## config.mk

```make
export PLATFORM = sky130hd
export DESIGN_NAME = spi_rd_datapath
export DESIGN_NICKNAME = d
export VERILOG_FILES = /design/src/rtl/spi_rd_datapath.sv
export SDC_FILE = /design/constraint.sdc
export NUM_CORES = 1
export LEC_CHECK = 0
export ABC_AREA = 1
export BUFFER_PORTS_ARGS = -buffer_cell sky130_fd_sc_hd__buf_2
export CORE_MARGIN = 8
export CORE_UTILIZATION = 26
export CTS_CLUSTER_DIAMETER = 200
export DETAILED_ROUTE_END_ITERATION = 10
export GPL_TIMING_DRIVEN = 0
export PLACE_DENSITY = 0.48
export RECOVER_POWER = 100
export SLEW_MARGIN = 20
export SYNTH_ARGS = -nofsm -noshare
export SYNTH_HDL_FRONTEND = slang
export SYNTH_SLANG_ARGS = --single-unit
```

## constraint.sdc

```tcl
create_clock -name clk -period 1.5 [get_ports clk]
set_clock_uncertainty 0.2 [all_clocks]
set_input_delay 0.15 -clock clk [delete_from_list [all_inputs] [get_ports clk]]
set_output_delay 0.15 -clock clk [all_outputs]
set_load 0.01 [all_outputs]
```

## src/rtl/spi_rd_datapath.sv

```systemverilog
`default_nettype none
// ============================================================================
//  Module   : spi_rd_datapath
//  Purpose  : SPI-master (mode 0) datapath for the serial-ROM reader. It
//             divides clk down to SCK, shifts the read address out on MOSI,
//             shifts words in from MISO, and writes each received word into
//             the local ROM buffer. It also returns the status flags that the
//             controller branches on.
//  Options  : SPI_MISO_SYNC_EN - 2-flop MISO synchroniser (needs DIV >= 3)
//  Revision : 1.0 - initial release
// ============================================================================
module spi_rd_datapath #(
  parameter int DIV     = 2,
  parameter int WORD_W  = 8,
  parameter int CS_HOLD = 4,
  parameter int ROM_AW  = 6
) (
  input  logic              clk,
  input  logic              rst_n,
  input  logic              sck_en,
  input  logic              rstSCK,
  input  logic              write_addr_en,
  input  logic              en_cnt_sck,
  input  logic              cnt_en,
  input  logic              addr_cnt_en,
  input  logic              en,
  input  logic              write_word_to_rom,
  input  logic              miso,
  output logic              sck,
  output logic              mosi,
  output logic              cs_n,
  output logic              cnt_sck_done,
  output logic              miso_zero,
  output logic              cnt_done,
  output logic              rom_we,
  output logic [ROM_AW-1:0] rom_addr,
  output logic [WORD_W-1:0] rom_wdata
);

  localparam int c_div_w  = (DIV > 1) ? $clog2(DIV) : 1;
  localparam int c_cnt_w  = $clog2(WORD_W + 1);
  localparam int c_hold_w = (CS_HOLD > 1) ? $clog2(CS_HOLD) : 1;

  localparam logic [c_div_w-1:0]  c_div_last   = c_div_w'(DIV - 1);
  localparam logic [c_cnt_w-1:0]  c_sck_pulses = c_cnt_w'(WORD_W);
  localparam logic [c_hold_w-1:0] c_hold_last  = c_hold_w'(CS_HOLD - 1);

  logic [c_div_w-1:0]  div_cnt_q,  div_cnt_d;
  logic                sck_q,      sck_d;
  logic [WORD_W-1:0]   tx_sh_q,    tx_sh_d;
  logic [WORD_W-1:0]   rx_sh_q,    rx_sh_d;
  logic [c_cnt_w-1:0]  sck_cnt_q,  sck_cnt_d;
  logic [c_hold_w-1:0] hold_cnt_q, hold_cnt_d;
  logic [WORD_W-1:0]   rd_addr_q,  rd_addr_d;
  logic [ROM_AW-1:0]   wr_ptr_q,   wr_ptr_d;
  logic                cs_n_q,     cs_n_d;
  logic                rom_we_q,   rom_we_d;
  logic [ROM_AW-1:0]   rom_addr_q, rom_addr_d;
  logic [WORD_W-1:0]   rom_wdata_q, rom_wdata_d;

  logic w_toggle;
  logic w_rise;
  logic w_fall;
  logic w_miso_s;

`ifdef SPI_MISO_SYNC_EN
  logic miso_meta_q, miso_meta_d;
  logic miso_sync_q, miso_sync_d;

  // Two-stage synchroniser feeding the RX shifter.
  always_comb begin
    miso_meta_d = miso;
    miso_sync_d = miso_meta_q;
  end

  // Synchroniser registers.
  always_ff @(posedge clk or negedge rst_n) begin
    if (!rst_n) begin
      miso_meta_q <= 1'b0;
      miso_sync_q <= 1'b0;
    end else begin
      miso_meta_q <= miso_meta_d;
      miso_sync_q <= miso_sync_d;
    end
  end

  assign w_miso_s = miso_sync_q;
`else
  assign w_miso_s = miso;
`endif

  // SCK divider: rstSCK wins over sck_en; sck toggles when the count wraps.
  always_comb begin
    div_cnt_d = div_cnt_q;
    sck_d     = sck_q;
    w_toggle  = 1'b0;
    if (rstSCK) begin
      div_cnt_d = '0;
      sck_d     = 1'b0;
    end else if (sck_en) begin
      if (div_cnt_q == c_div_last) begin
        div_cnt_d = '0;
        sck_d     = ~sck_q;
        w_toggle  = 1'b1;
      end else begin
        div_cnt_d = div_cnt_q + c_div_w'(1);
      end
    end
  end

  assign w_rise = w_toggle & ~sck_q;
  assign w_fall = w_toggle &  sck_q;

  // Shifters and SCK pulse counter: a load beats a shift, a clear beats a count.
  always_comb begin
    tx_sh_d = tx_sh_q;
    if (write_addr_en) begin
      tx_sh_d = rd_addr_q;
    end else if (w_fall) begin
      tx_sh_d = {tx_sh_q[WORD_W-2:0], 1'b0};
    end

    rx_sh_d = rx_sh_q;
    if (w_rise) begin
      rx_sh_d = {rx_sh_q[WORD_W-2:0], w_miso_s};
    end

    sck_cnt_d = sck_cnt_q;
    if (!en_cnt_sck) begin
      sck_cnt_d = '0;
    end else if (w_fall && (sck_cnt_q != c_sck_pulses)) begin
      sck_cnt_d = sck_cnt_q + c_cnt_w'(1);
    end
  end

  // ROM write port, read address, chip select and CS hold counter.
  always_comb begin
    rom_we_d    = write_word_to_rom;
    rom_addr_d  = rom_addr_q;
    rom_wdata_d = rom_wdata_q;
    wr_ptr_d    = wr_ptr_q;
    if (write_word_to_rom) begin
      rom_addr_d  = wr_ptr_q;
      rom_wdata_d = rx_sh_q;
      wr_ptr_d    = wr_ptr_q + ROM_AW'(1);
    end

    rd_addr_d = rd_addr_q;
    if (addr_cnt_en) begin
      rd_addr_d = rd_addr_q + WORD_W'(1);
    end

    cs_n_d = en;

    hold_cnt_d = hold_cnt_q;
    if (!cnt_en) begin
      hold_cnt_d = '0;
    end else if (hold_cnt_q != c_hold_last) begin
      hold_cnt_d = hold_cnt_q + c_hold_w'(1);
    end
  end

  // State registers; reset returns everything to idle and cancels any write.
  always_ff @(posedge clk or negedge rst_n) begin
    if (!rst_n) begin
      div_cnt_q   <= '0;
      sck_q       <= 1'b0;
      tx_sh_q     <= '0;
      rx_sh_q     <= '0;
      sck_cnt_q   <= '0;
      hold_cnt_q  <= '0;
      rd_addr_q   <= '0;
      wr_ptr_q    <= '0;
      cs_n_q      <= 1'b1;
      rom_we_q    <= 1'b0;
      rom_addr_q  <= '0;
      rom_wdata_q <= '0;
    end else begin
      div_cnt_q   <= div_cnt_d;
      sck_q       <= sck_d;
      tx_sh_q     <= tx_sh_d;
      rx_sh_q     <= rx_sh_d;
      sck_cnt_q   <= sck_cnt_d;
      hold_cnt_q  <= hold_cnt_d;
      rd_addr_q   <= rd_addr_d;
      wr_ptr_q    <= wr_ptr_d;
      cs_n_q      <= cs_n_d;
      rom_we_q    <= rom_we_d;
      rom_addr_q  <= rom_addr_d;
      rom_wdata_q <= rom_wdata_d;
    end
  end

  assign sck          = sck_q;
  assign mosi         = tx_sh_q[WORD_W-1];
  assign cs_n         = cs_n_q;
  assign cnt_sck_done = (sck_cnt_q == c_sck_pulses);
  assign miso_zero    = (rx_sh_q == '0);
  assign cnt_done     = (hold_cnt_q == c_hold_last);
  assign rom_we       = rom_we_q;
  assign rom_addr     = rom_addr_q;
  assign rom_wdata    = rom_wdata_q;

endmodule
`default_nettype wire

```

==> results.py, run 1 <==
metrics = {
    "synthesis": {
        "yosys.area.top_type_share": 0.548,
        "synthTopCellsByCount": "dfrtp_1 (53), nand2_1 (49), inv_1 (35)",
        "synth-edff-count": 0,
        "yosysUniqueCellTypes": 29,
        "synth_area_leaders": "dfrtp_1 (55%), nand2_1 (7.6%), inv_1 (5.4%)",
        "synth_flop_cell": "dfrtp_1",
        "synth.avg_cell_area_um2": 9.61,
        "ys_ff_latch": 54,
        "synth_top_cell_by_area": "dfrtp_1",
        "synth_most_common_cell": "dfrtp_1",
        "yosysWarnings": 0,
        "netlist_instances": 252,
        "ys_seq_area_frac": 0.558,
        "ys_async_sr_fraction": 1.00,
        "syn_nets": 268,
        "synth_area_um2": 2420,
    },
    "worst_setup_path": {
        "worstPathArrival_ns": 1.17,
        "startpoint_type": "flop",
        "cp_max_fo": 2,
        "worstRegToRegCells": 7,
        "cp_cell_sequence": "nor2_1 -> nand3_1 -> nor3_2 -> buf_2",
        "slowest_delay_ns": 0.39,
        "cp.required_ns": 1.15,
        "slowest_stage": "dfrtp_1",
        "r2r_slack_ns": 0.07,
        "crit_buf_inv": 1,
        "crit_family": "flip-flops",
        "criticalPathCategory": "flop to output pin",
        "endpoint_kind": "output pin",
        "r2r_end": "sck_cnt_q[2]$_DFFE_PN0P_",
        "r2r-start": "sck_cnt_q[0]$_DFFE_PN0P_",
    },
    "final_layout": {
        "nFillCells": 938,
        "n_antenna_cell": 0,
        "design_area_um2": 2990,
        "fin_util": 0.326,
        "fin_nets": 326,
        "stdcell_count": 421,
        "drive_above_1_share": 0.223,
        "area_growth_pct": 23.3,
    },
    "floorplan": {
        "initial_core_util": 0.265,
        "core_area_um2": 9150,
        "rows": 35,
        "io_pins": 32,
        "die_area_um2": 12700,
        "die_w_um": 113,
        "die_h_um": 113,
    },
    "global_routing": {
        "grt.overflow.total": 0,
        "grt_max_degree": 55,
        "grt_pass1_vias": 1830,
        "grt_pass1_wl_mm": 8.27,
        "grt_antenna_before_repair": 1,
        "grt_usage": 0.0781,
    },
    "power": {
        "swShare": 0.341,
        "powerDensity_nw_per_um2": 1390,
        "leakagePower_nw": 1.43,
        "seqPwrFrac": 0.528,
        "peakVddDrop_mv": 0.577,
        "p_clk_frac": 0.186,
        "p_comb_frac": 0.286,
        "internal_power_mw": 2.73,
        "p_switching_mw": 1.41,
    },
    "status": {
        "status": "finished with violations",
        "violations": "setup timing",
    },
    "placement": {
        "portBuffers": 30,
        "dp_hpwl_mm": 3.34,
        "place_area_um2": 2710,
        "post-place-ws_ns": 0.0608,
        "place_inst": 393,
        "globalplace.congestion": 0.748,
    },
    "routing": {
        "dr_total_vias": 1767,
        "postRouteAntennaNets": 0,
        "drc": 0,
        "drt_iter0_drc": 35,
        "via_per_inst": 4.20,
        "wl_per_cell_um": 11.3,
        "drt_wl_total_mm": 4.76,
        "dr.pass1.iters": 4,
    },
    "clock_network": {
        "cts_buffer_depth": 2,
        "root_buffer": "clkbuf_8",
        "cts_tree": "yes",
        "numClockSinks": 54,
        "htreeDepth": 2,
        "numCtsBuffers": 5,
        "clk_pin_slew_worst_paths_ns": 0.10,
        "clk_latency_ns": 0.30,
    },
    "timing": {
        "rsz0062_at_grt": "yes",
        "fin_crit_sh": 1.01,
        "setup_slack_ns": -0.0192,
        "setup_viol": 1,
        "fin_tns_setup_ns": -0.0192,
        "fin_crit_ns": 1.52,
        "hold_viol_final": 0,
        "max_freq_ghz": 0.658,
        "slew_violations": 0,
        "worst_pin_slew_ns": 0.720,
        "slew_headroom": 0.520,
    },
    "hold_path": {
        "whs_endpoint": "tx_sh_q[2]$_DFFE_PN0P_",
        "hold_depth": 5,
        "hold_path_startpoint": "write_addr_en",
        "hp-class": "input pin to flop",
    },
    "flow_run": {
        "maxCapViolCount": 0,
    },
}
[worst max-delay path by stage]
stage,endpoint,start,depth (start not counted)
global placement,rd_addr_q[0]$_DFFE_PN0P_,rst_n,1
global route,miso_zero,rx_sh_q[6]$_DFFE_PN0P_,4
detailed placement,sck_cnt_q[1]$_DFFE_PN0P_,sck_cnt_q[0]$_DFFE_PN0P_,6
CTS,cnt_sck_done,sck_cnt_q[0]$_DFFE_PN0P_,5
finish,miso_zero,rx_sh_q[6]$_DFFE_PN0P_,4
floorplan,sck_cnt_q[0]$_DFFE_PN0P_,sck_cnt_q[0]$_DFFE_PN0P_,7
[per-stage QoR]
step	hold slack [ns]	total power, mW
2_1_floorplan	-0.346	2.96
3_3_place_gp	0.0552	3.32
3_5_place_dp	0.0474	3.35
4_1_cts	0.0566	4.23
5_1_grt	0.0957	4.49
6_report	0.0542	4.14
[routing by layer]
layer | share of wire | track usage
met5 | 0.0017 | 0
met4 | 0.012 | 0.0270
met3 | 0.032 | 0.0220
met2 | 0.48 | 0.129
met1 | 0.48 | 0.0951
[state kept, by name (all words and copies together) (netlist names), 2 cells and up]
signal      flops
rd_addr_q       8
rom_wdata       8
hold_cnt_q      2
tx_sh_q         8
rx_sh_q         8
rom_addr        6
wr_ptr_q        6
sck_cnt_q       4
[timing repair]
| action | CTS | global route |
|---|---|---|
| hold buffers | 9 | 0 |
| hold endpoints to repair | 66 | 0 |
| setup endpoints to repair | 2 | 6 |
| gates resized for setup | 6 | 19 |
| setup buffers | 8 | 4 |
| pin swaps | 1 | 8 |
[worst reg2reg max path, delay by kind of cell, from the launching register on]
| kind | cells | cell delay, ns |
|---|---|---|
| buffers and inverters | 2 | 0.28 |
| and+or+nand+nor | 3 | 0.22 |
| adders and majority gates | 1 | 0.18 |
| AOI/OAI and AO/OA | 1 | 0.05 |
| DFF | 1 | 0.40 |
[layout by cell type, fill, tap and decap left out, types with 2 or more instances in the layout]
cell type / n
buf_6: 3
o21ai_1: 7
buf_4: 13
clkbuf_8: 5
nand2_4: 3
nand2_1: 48
ha_1: 3
nor2_1: 22
nand4_1: 2
inv_2: 8
clkbuf_1: 22
o21ai_2: 8
mux2_2: 5
o21ai_0: 11
a21oi_1: 11
inv_1: 28
dlygate4sd3_1: 9
xor2_1: 6
nand3_1: 15
buf_2: 7
clkbuf_2: 3
dfrtp_1: 53
[final cells by class]
| cell class | instances | area (µm²) | area share |
|---|---|---|---|
| plain buffers | 7 | 65.1 | 0.0218 |
| flip-flops and latches | 54 | 1350 | 0.453 |
| repair buffers | 51 | 313 | 0.105 |
| inverters | 36 | 135 | 0.0452 |
| clock inverters | 1 | 7.51 | 0.00251 |
| multi-input cells | 155 | 902 | 0.302 |
| well taps | 111 | 139 | 0.0465 |
| clock buffers | 6 | 72.6 | 0.0243 |
[power groups by stage]
stage / clock network (mW) / logic, mW / registers (mW)
after CTS: 0.808 / 1.23 / 2.19
after floorplan: 0 / 0.749 / 2.21
after detailed placement: 0 / 1.15 / 2.21
final: 0.772 / 1.18 / 2.19
after global routing: 0.861 / 1.37 / 2.26
after global placement: 0 / 1.13 / 2.20
[cell families after synthesis]
kind of cell | Yosys count | synth area share
DFF | 54 | 0.558
and+or+nand+nor | 99 | 0.190
xor gates and xnor gates | 7 | 0.0253
buffers and inverters | 43 | 0.0811
AOI/OAI and AO/OA | 39 | 0.0966
muxes | 5 | 0.0232
adders and majority gates | 5 | 0.0258
Power figures use the tool's default switching activity.
==> inputs of run 2 (changes only) <==
- PLACE_DENSITY: 0.48 -> 0.5
- clock period: 1.5 -> 1.3 ns (I/O delays scaled with it)
==> results.py, run 2 (synthesized netlist as in run 1, its figures left out) <==
metrics = {
    "final_layout": {
        "final_common_cell": "dfrtp_1",
        "fin_util": 0.372,
        "final_cell_mix": "dfrtp_1 (51), nand2_1 (37), inv_1 (24)",
        "drive_above_1_share": 0.379,
        "n_antenna_cell": 0,
        "stdcell_count": 438,
        "area_growth_pct": 40.6,
        "fin_nets": 342,
    },
    "timing": {
        "setup_slack_ns": -0.256,
        "slew_violations": 0,
        "hold_viol_final": 0,
        "setup_viol": 27,
        "fin_crit_sh": 1.20,
        "worst_pin_slew_ns": 0.760,
        "max_freq_ghz": 0.643,
        "rsz0062_at_grt": "yes",
        "fin_crit_ns": 1.56,
        "holdWs_ns": 0.0183,
        "slew_headroom": 0.494,
    },
    "clock_network": {
        "htreeDepth": 2,
        "root_buffer": "clkbuf_8",
        "clk_pin_slew_worst_paths_ns": 0.12,
        "cts_tree": "yes",
        "numCtsBuffers": 5,
        "cts_buffer_depth": 2,
        "clk_latency_ns": 0.32,
        "numClockSinks": 54,
    },
    "floorplan": {
        "rows": 35,
        "die_w_um": 113,
        "initial_core_util": 0.265,
        "core_area_um2": 9150,
        "io_pins": 32,
        "die_area_um2": 12700,
        "die_h_um": 113,
    },
    "worst_setup_path": {
        "startpoint_type": "flop",
        "cp_max_fo": 3,
        "slowest_delay_ns": 0.42,
        "cp_cell_sequence": "inv_2 -> nand3_1 -> nor3_2 -> buf_2",
        "cp.required_ns": 0.97,
        "criticalPathCategory": "flop to output pin",
        "worstPathArrival_ns": 1.23,
        "slowest_stage": "dfrtp_1",
        "endpoint_kind": "output pin",
    },
    "power": {
        "leakagePower_nw": 1.59,
        "powerDensity_nw_per_um2": 1550,
        "swShare": 0.361,
        "p_switching_mw": 1.91,
        "p_clk_frac": 0.196,
        "seqPwrFrac": 0.478,
        "internal_power_mw": 3.38,
        "peakVddDrop_mv": 0.864,
        "p_comb_frac": 0.326,
    },
    "routing": {
        "via_per_inst": 4.23,
        "postRouteAntennaNets": 0,
        "drt_wl_total_mm": 5.41,
        "drt_iter0_drc": 48,
        "dr.pass1.iters": 4,
        "drc": 0,
        "wl_per_cell_um": 12.3,
        "dr_total_vias": 1853,
    },
    "hold_path": {
        "hp-class": "input pin to flop",
    },
    "global_routing": {
        "grt_max_degree": 55,
        "grt_pass1_vias": 1932,
        "busiest_layer": "met2",
        "grt_usage": 0.0901,
        "use_met3": 0.0236,
        "grt.overflow.total": 0,
        "grt_antenna_before_repair": 0,
        "use_met2": 0.160,
        "grt_pass1_wl_mm": 9.20,
        "use_met1": 0.104,
    },
    "placement": {
        "dp_hpwl_mm": 3.33,
        "place_inst": 393,
        "portBuffers": 30,
        "globalplace.congestion": 0.723,
    },
    "flow_run": {
        "maxCapViolCount": 0,
    },
    "status": {
        "status": "finished with violations",
        "violations": "setup timing",
    },
}
[run 2: per-stage QoR]
stage          setup slack (ns)  power, mW  cell area [µm²]  setup TNS [ns]
2_1_floorplan          -0.00282       3.41             2420        -0.00282
3_3_place_gp             -0.184       3.83             2710          -10.05
3_5_place_dp             -0.182       3.87             2710          -0.780
4_1_cts                  -0.241       5.25             3330           -3.32
5_1_grt                  -0.350       5.71             3410           -5.14
6_report                 -0.256       5.29             3410           -3.26
[run 2: repair_timing]
item                                    in CTS  in global routing
hold buffers                                10                  1
setup buffers                               22                  5
pin swaps                                   11                 13
hold endpoints to repair                    66                  2
gates cloned                                 2                  0
resized for setup                           59                 32
endpoints found under the setup margin      22                 36
[run 2: path summary, 6_finish.rpt]
path                                     startpoint                       end  slack (ns)  depth (start not counted)
hold reg to reg             wr_ptr_q[5]$_DFFE_PN0P_   wr_ptr_q[5]$_DFFE_PN0P_        0.30                          2
setup / recovery             rx_sh_q[4]$_DFFE_PN0P_                 miso_zero       -0.26                          4
setup reg to reg           rd_addr_q[1]$_DFFE_PN0P_  rd_addr_q[6]$_DFFE_PN0P_       -0.08                          6
hold / removal                        write_addr_en    tx_sh_q[6]$_DFFE_PN0P_        0.02                          5
min in group asynchronous                     rst_n   rom_addr[5]$_DFFE_PN0P_        0.23                          2
max in group asynchronous                     rst_n  sck_cnt_q[2]$_DFFE_PN0P_        0.12                          2
[run 2: final cells by class]
type | count | area, µm²
buffer | 7 | 65.1
clock buffer | 5 | 68.8
clock inverter | 3 | 28.8
fill | 920 | 5750
inverter | 36 | 135
multi-input combinational | 155 | 1090
sequential | 54 | 1360
tap | 111 | 139
timing repair buffer | 67 | 528
[run 2: routing by layer]
| layer | part of all wire | up-vias | wire [µm] |
|---|---|---|---|
| met5 | 0 | - | 0 |
| met4 | 0.013 | 0 | 69 |
| met3 | 0.027 | 6 | 146 |
| met2 | 0.51 | 17 | 2770 |
| met1 | 0.45 | 884 | 2420 |
| li1 | - | 946 | - |
[run 2: power groups by stage]
stage          clock network (mW)  logic (mW)  registers, mW
6_report                     1.04        1.72           2.53
5_1_grt                      1.15        1.96           2.60
4_1_cts                      1.08        1.66           2.51
3_5_place_dp                    0        1.33           2.54
3_3_place_gp                    0        1.29           2.54
2_1_floorplan                   0       0.865           2.55
[run 2: critical path: cells and delay by family (launching register included)]
| kind | cells | cell delay, ns |
|---|---|---|
| flops | 1 | 0.42 |
| simple gates | 2 | 0.24 |
| buf+inv | 2 | 0.23 |
==> inputs of run 3 (changes only) <==
- ABC_AREA: 1 -> default
==> results.py, run 3 <==
metrics = {
    "final_layout": {
        "final_cell_mix": "dfrtp_1 (52), clkbuf_1 (22), nand2_1 (16), buf_4 (16), mux2_2 (15)",
        "drive_above_1_share": 0.381,
        "design_area_um2": 3090,
        "area_growth_pct": 38.6,
        "final_common_cell": "dfrtp_1",
        "fin_util": 0.374,
        "stdcell_count": 357,
        "fin_nets": 267,
        "n_antenna_cell": 0,
    },
    "routing": {
        "drt_wl_total_mm": 4.53,
        "via_per_inst": 4.29,
        "drt_iter0_drc": 40,
        "drc": 0,
        "dr_total_vias": 1532,
        "wl_per_cell_um": 12.7,
        "dr.pass1.iters": 2,
        "postRouteAntennaNets": 0,
    },
    "floorplan": {
        "die_area_um2": 11800,
        "core_area_um2": 8260,
        "io_pins": 32,
        "rows": 33,
        "initial_core_util": 0.270,
        "die_h_um": 109,
        "die_w_um": 109,
    },
    "synthesis": {
        "synth_most_common_cell": "dfrtp_1",
        "yosysUniqueCellTypes": 26,
        "synth-compound-area-share": 0.0292,
        "synth_top_family_by_area": "multiplexers",
        "synthXorXnorAreaFrac": 0.0589,
        "syn_nets": 185,
        "synth_area_um2": 2230,
        "ys_ff_latch": 54,
        "synth-edff-count": 0,
        "netlist_instances": 169,
        "synth_flop_cell": "dfrtp_1",
        "yosys.area.top_type_share": 0.595,
        "yosysWarnings": 0,
        "synthMuxAreaShare": 0.166,
        "ys_async_sr_fraction": 1.00,
        "synth.avg_cell_area_um2": 13.2,
        "ys_seq_area_frac": 0.606,
        "synth_area_leaders": "dfrtp_1 (59%), mux2_2 (12%), mux2i_1 (4.5%)",
        "synth_top_cell_by_area": "dfrtp_1",
        "synth-simple-area-share": 0.0970,
        "yosys.area_share.adder": 0.0280,
        "synthTopCellsByCount": "dfrtp_1 (53), mux2_2 (24), nand2_1 (19)",
    },
    "placement": {
        "portBuffers": 31,
        "globalplace.congestion": 0.702,
        "place_area_um2": 2560,
        "place_inst": 305,
        "dp_hpwl_mm": 2.86,
    },
    "clock_network": {
        "clk_latency_ns": 0.30,
        "cts_buffer_depth": 2,
        "numClockSinks": 54,
        "cts_tree": "yes",
        "clk_pin_slew_worst_paths_ns": 0.09,
        "numCtsBuffers": 5,
        "htreeDepth": 2,
        "root_buffer": "clkbuf_8",
    },
    "status": {
        "status": "finished with violations",
        "violations": "setup timing",
    },
    "timing": {
        "setup_viol": 23,
        "rsz0062_at_grt": "yes",
        "slew_violations": 0,
        "fin_crit_ns": 1.79,
        "worst_pin_slew_ns": 0.739,
        "max_freq_ghz": 0.560,
        "fin_tns_setup_ns": -4.15,
        "hold_viol_final": 0,
        "slew_headroom": 0.508,
        "fin_crit_sh": 1.37,
        "setup_slack_ns": -0.485,
    },
    "worst_setup_path": {
        "criticalPathCategory": "flop to output pin",
        "endpoint_kind": "output pin",
        "cp_max_fo": 2,
        "cp.required_ns": 0.97,
        "startpoint_type": "flop",
        "worstPathArrival_ns": 1.46,
    },
    "power": {
        "peakVddDrop_mv": 0.709,
        "powerDensity_nw_per_um2": 1650,
        "power.total_mw": 5.10,
        "leakagePower_nw": 1.43,
    },
    "global_routing": {
        "grt_antenna_before_repair": 0,
        "use_met2": 0.145,
        "grt_max_degree": 55,
        "grt_usage": 0.0828,
        "grt_pass1_vias": 1677,
        "grt.overflow.total": 0,
        "grt_pass1_wl_mm": 7.74,
        "busiest_layer": "met2",
        "use_met1": 0.0916,
        "use_met3": 0.0277,
    },
    "flow_run": {
        "maxCapViolCount": 0,
    },
    "hold_path": {
        "hp-class": "input pin to flop",
    },
}
run 3: changes by cell type after synthesis, sizes merged, moves of 2 or more:
cell    delta
nand3     -15
a21boi     +2
inv       -33
mux2i     +10
xnor2      +8
nor2      -17
buf        -3
a21oi     -12
mux2      +19
o21ai     -16
or4        +3
nand2     -34
nand4      +3
run 3: what timing repair did:
item	CTS	global route
gates cloned	1	0
endpoints found under the setup margin	26	29
hold buffers	11	0
resized for setup	21	15
pin swaps	7	9
endpoints found under the hold margin	75	0
buffers inserted	25	11
run 3: area by class of cell:
cell class	count	area, µm²
inverters	3	11.3
multi-input cells	108	935
well taps	105	131
fillers	875	5170
plain buffers	4	25.0
repair buffers	75	549
flip-flops and latches	54	1350
clock inverters	2	13.8
clock buffers	6	72.6
run 3: worst paths after layout:
check / slack, ns / startpoint / to / depth (start not counted)
setup / recovery: -0.49 / rx_sh_q[5]$_DFFE_PN0P_ / miso_zero / 3
hold / removal: 0.11 / sck_en / sck$_DFFE_PN0P_ / 5
setup reg to reg: -0.42 / sck_cnt_q[0]$_DFFE_PN0P_ / sck_cnt_q[2]$_DFFE_PN0P_ / 5
hold reg to reg: 0.27 / wr_ptr_q[5]$_DFFE_PN0P_ / wr_ptr_q[5]$_DFFE_PN0P_ / 1
max in group asynchronous: 0.12 / rst_n / sck$_DFFE_PN0P_ / 2
min in group asynchronous: 0.25 / rst_n / rd_addr_q[7]$_DFFE_PN0P_ / 2
run 3: kinds of logic (layout without fill, tap and decap cells):
| group | count (synthesis) | after routing |
|---|---|---|
| simple gates | 42 | 42 |
| mux | 34 | 34 |
| buf+inv | 7 | 90 |
| fa+ha+maj | 5 | 5 |
| compound gates | 12 | 12 |
| flops | 54 | 54 |
| xor+xnor | 15 | 15 |
run 3: routing by layer:
metal  routed length (µm)  share of wire
met4                   61          0.013
met1                 2070           0.46
met3                  165          0.036
met2                 2230           0.49
met5                    0              0
run 3: where the power goes:
group          internal, mW  switching [mW]
Combinational         0.914           0.659
Sequential             2.22           0.379
Clock                 0.382           0.545
run 3: per-stage QoR:
step,hold slack [ns],setup WS [ns]
after floorplan,-0.366,-0.365
after global placement,0.0352,-0.403
after detailed placement,0.0324,-0.436
after CTS,0.108,-0.520
after global routing,0.124,-0.560
final,0.113,-0.485
run 3: worst max-delay path, cell delays in order, from the launching register on:
cell and delay, ns:
dfrtp_1 0.38, or4_4 0.54, nor2_4 0.12, buf_6 0.10
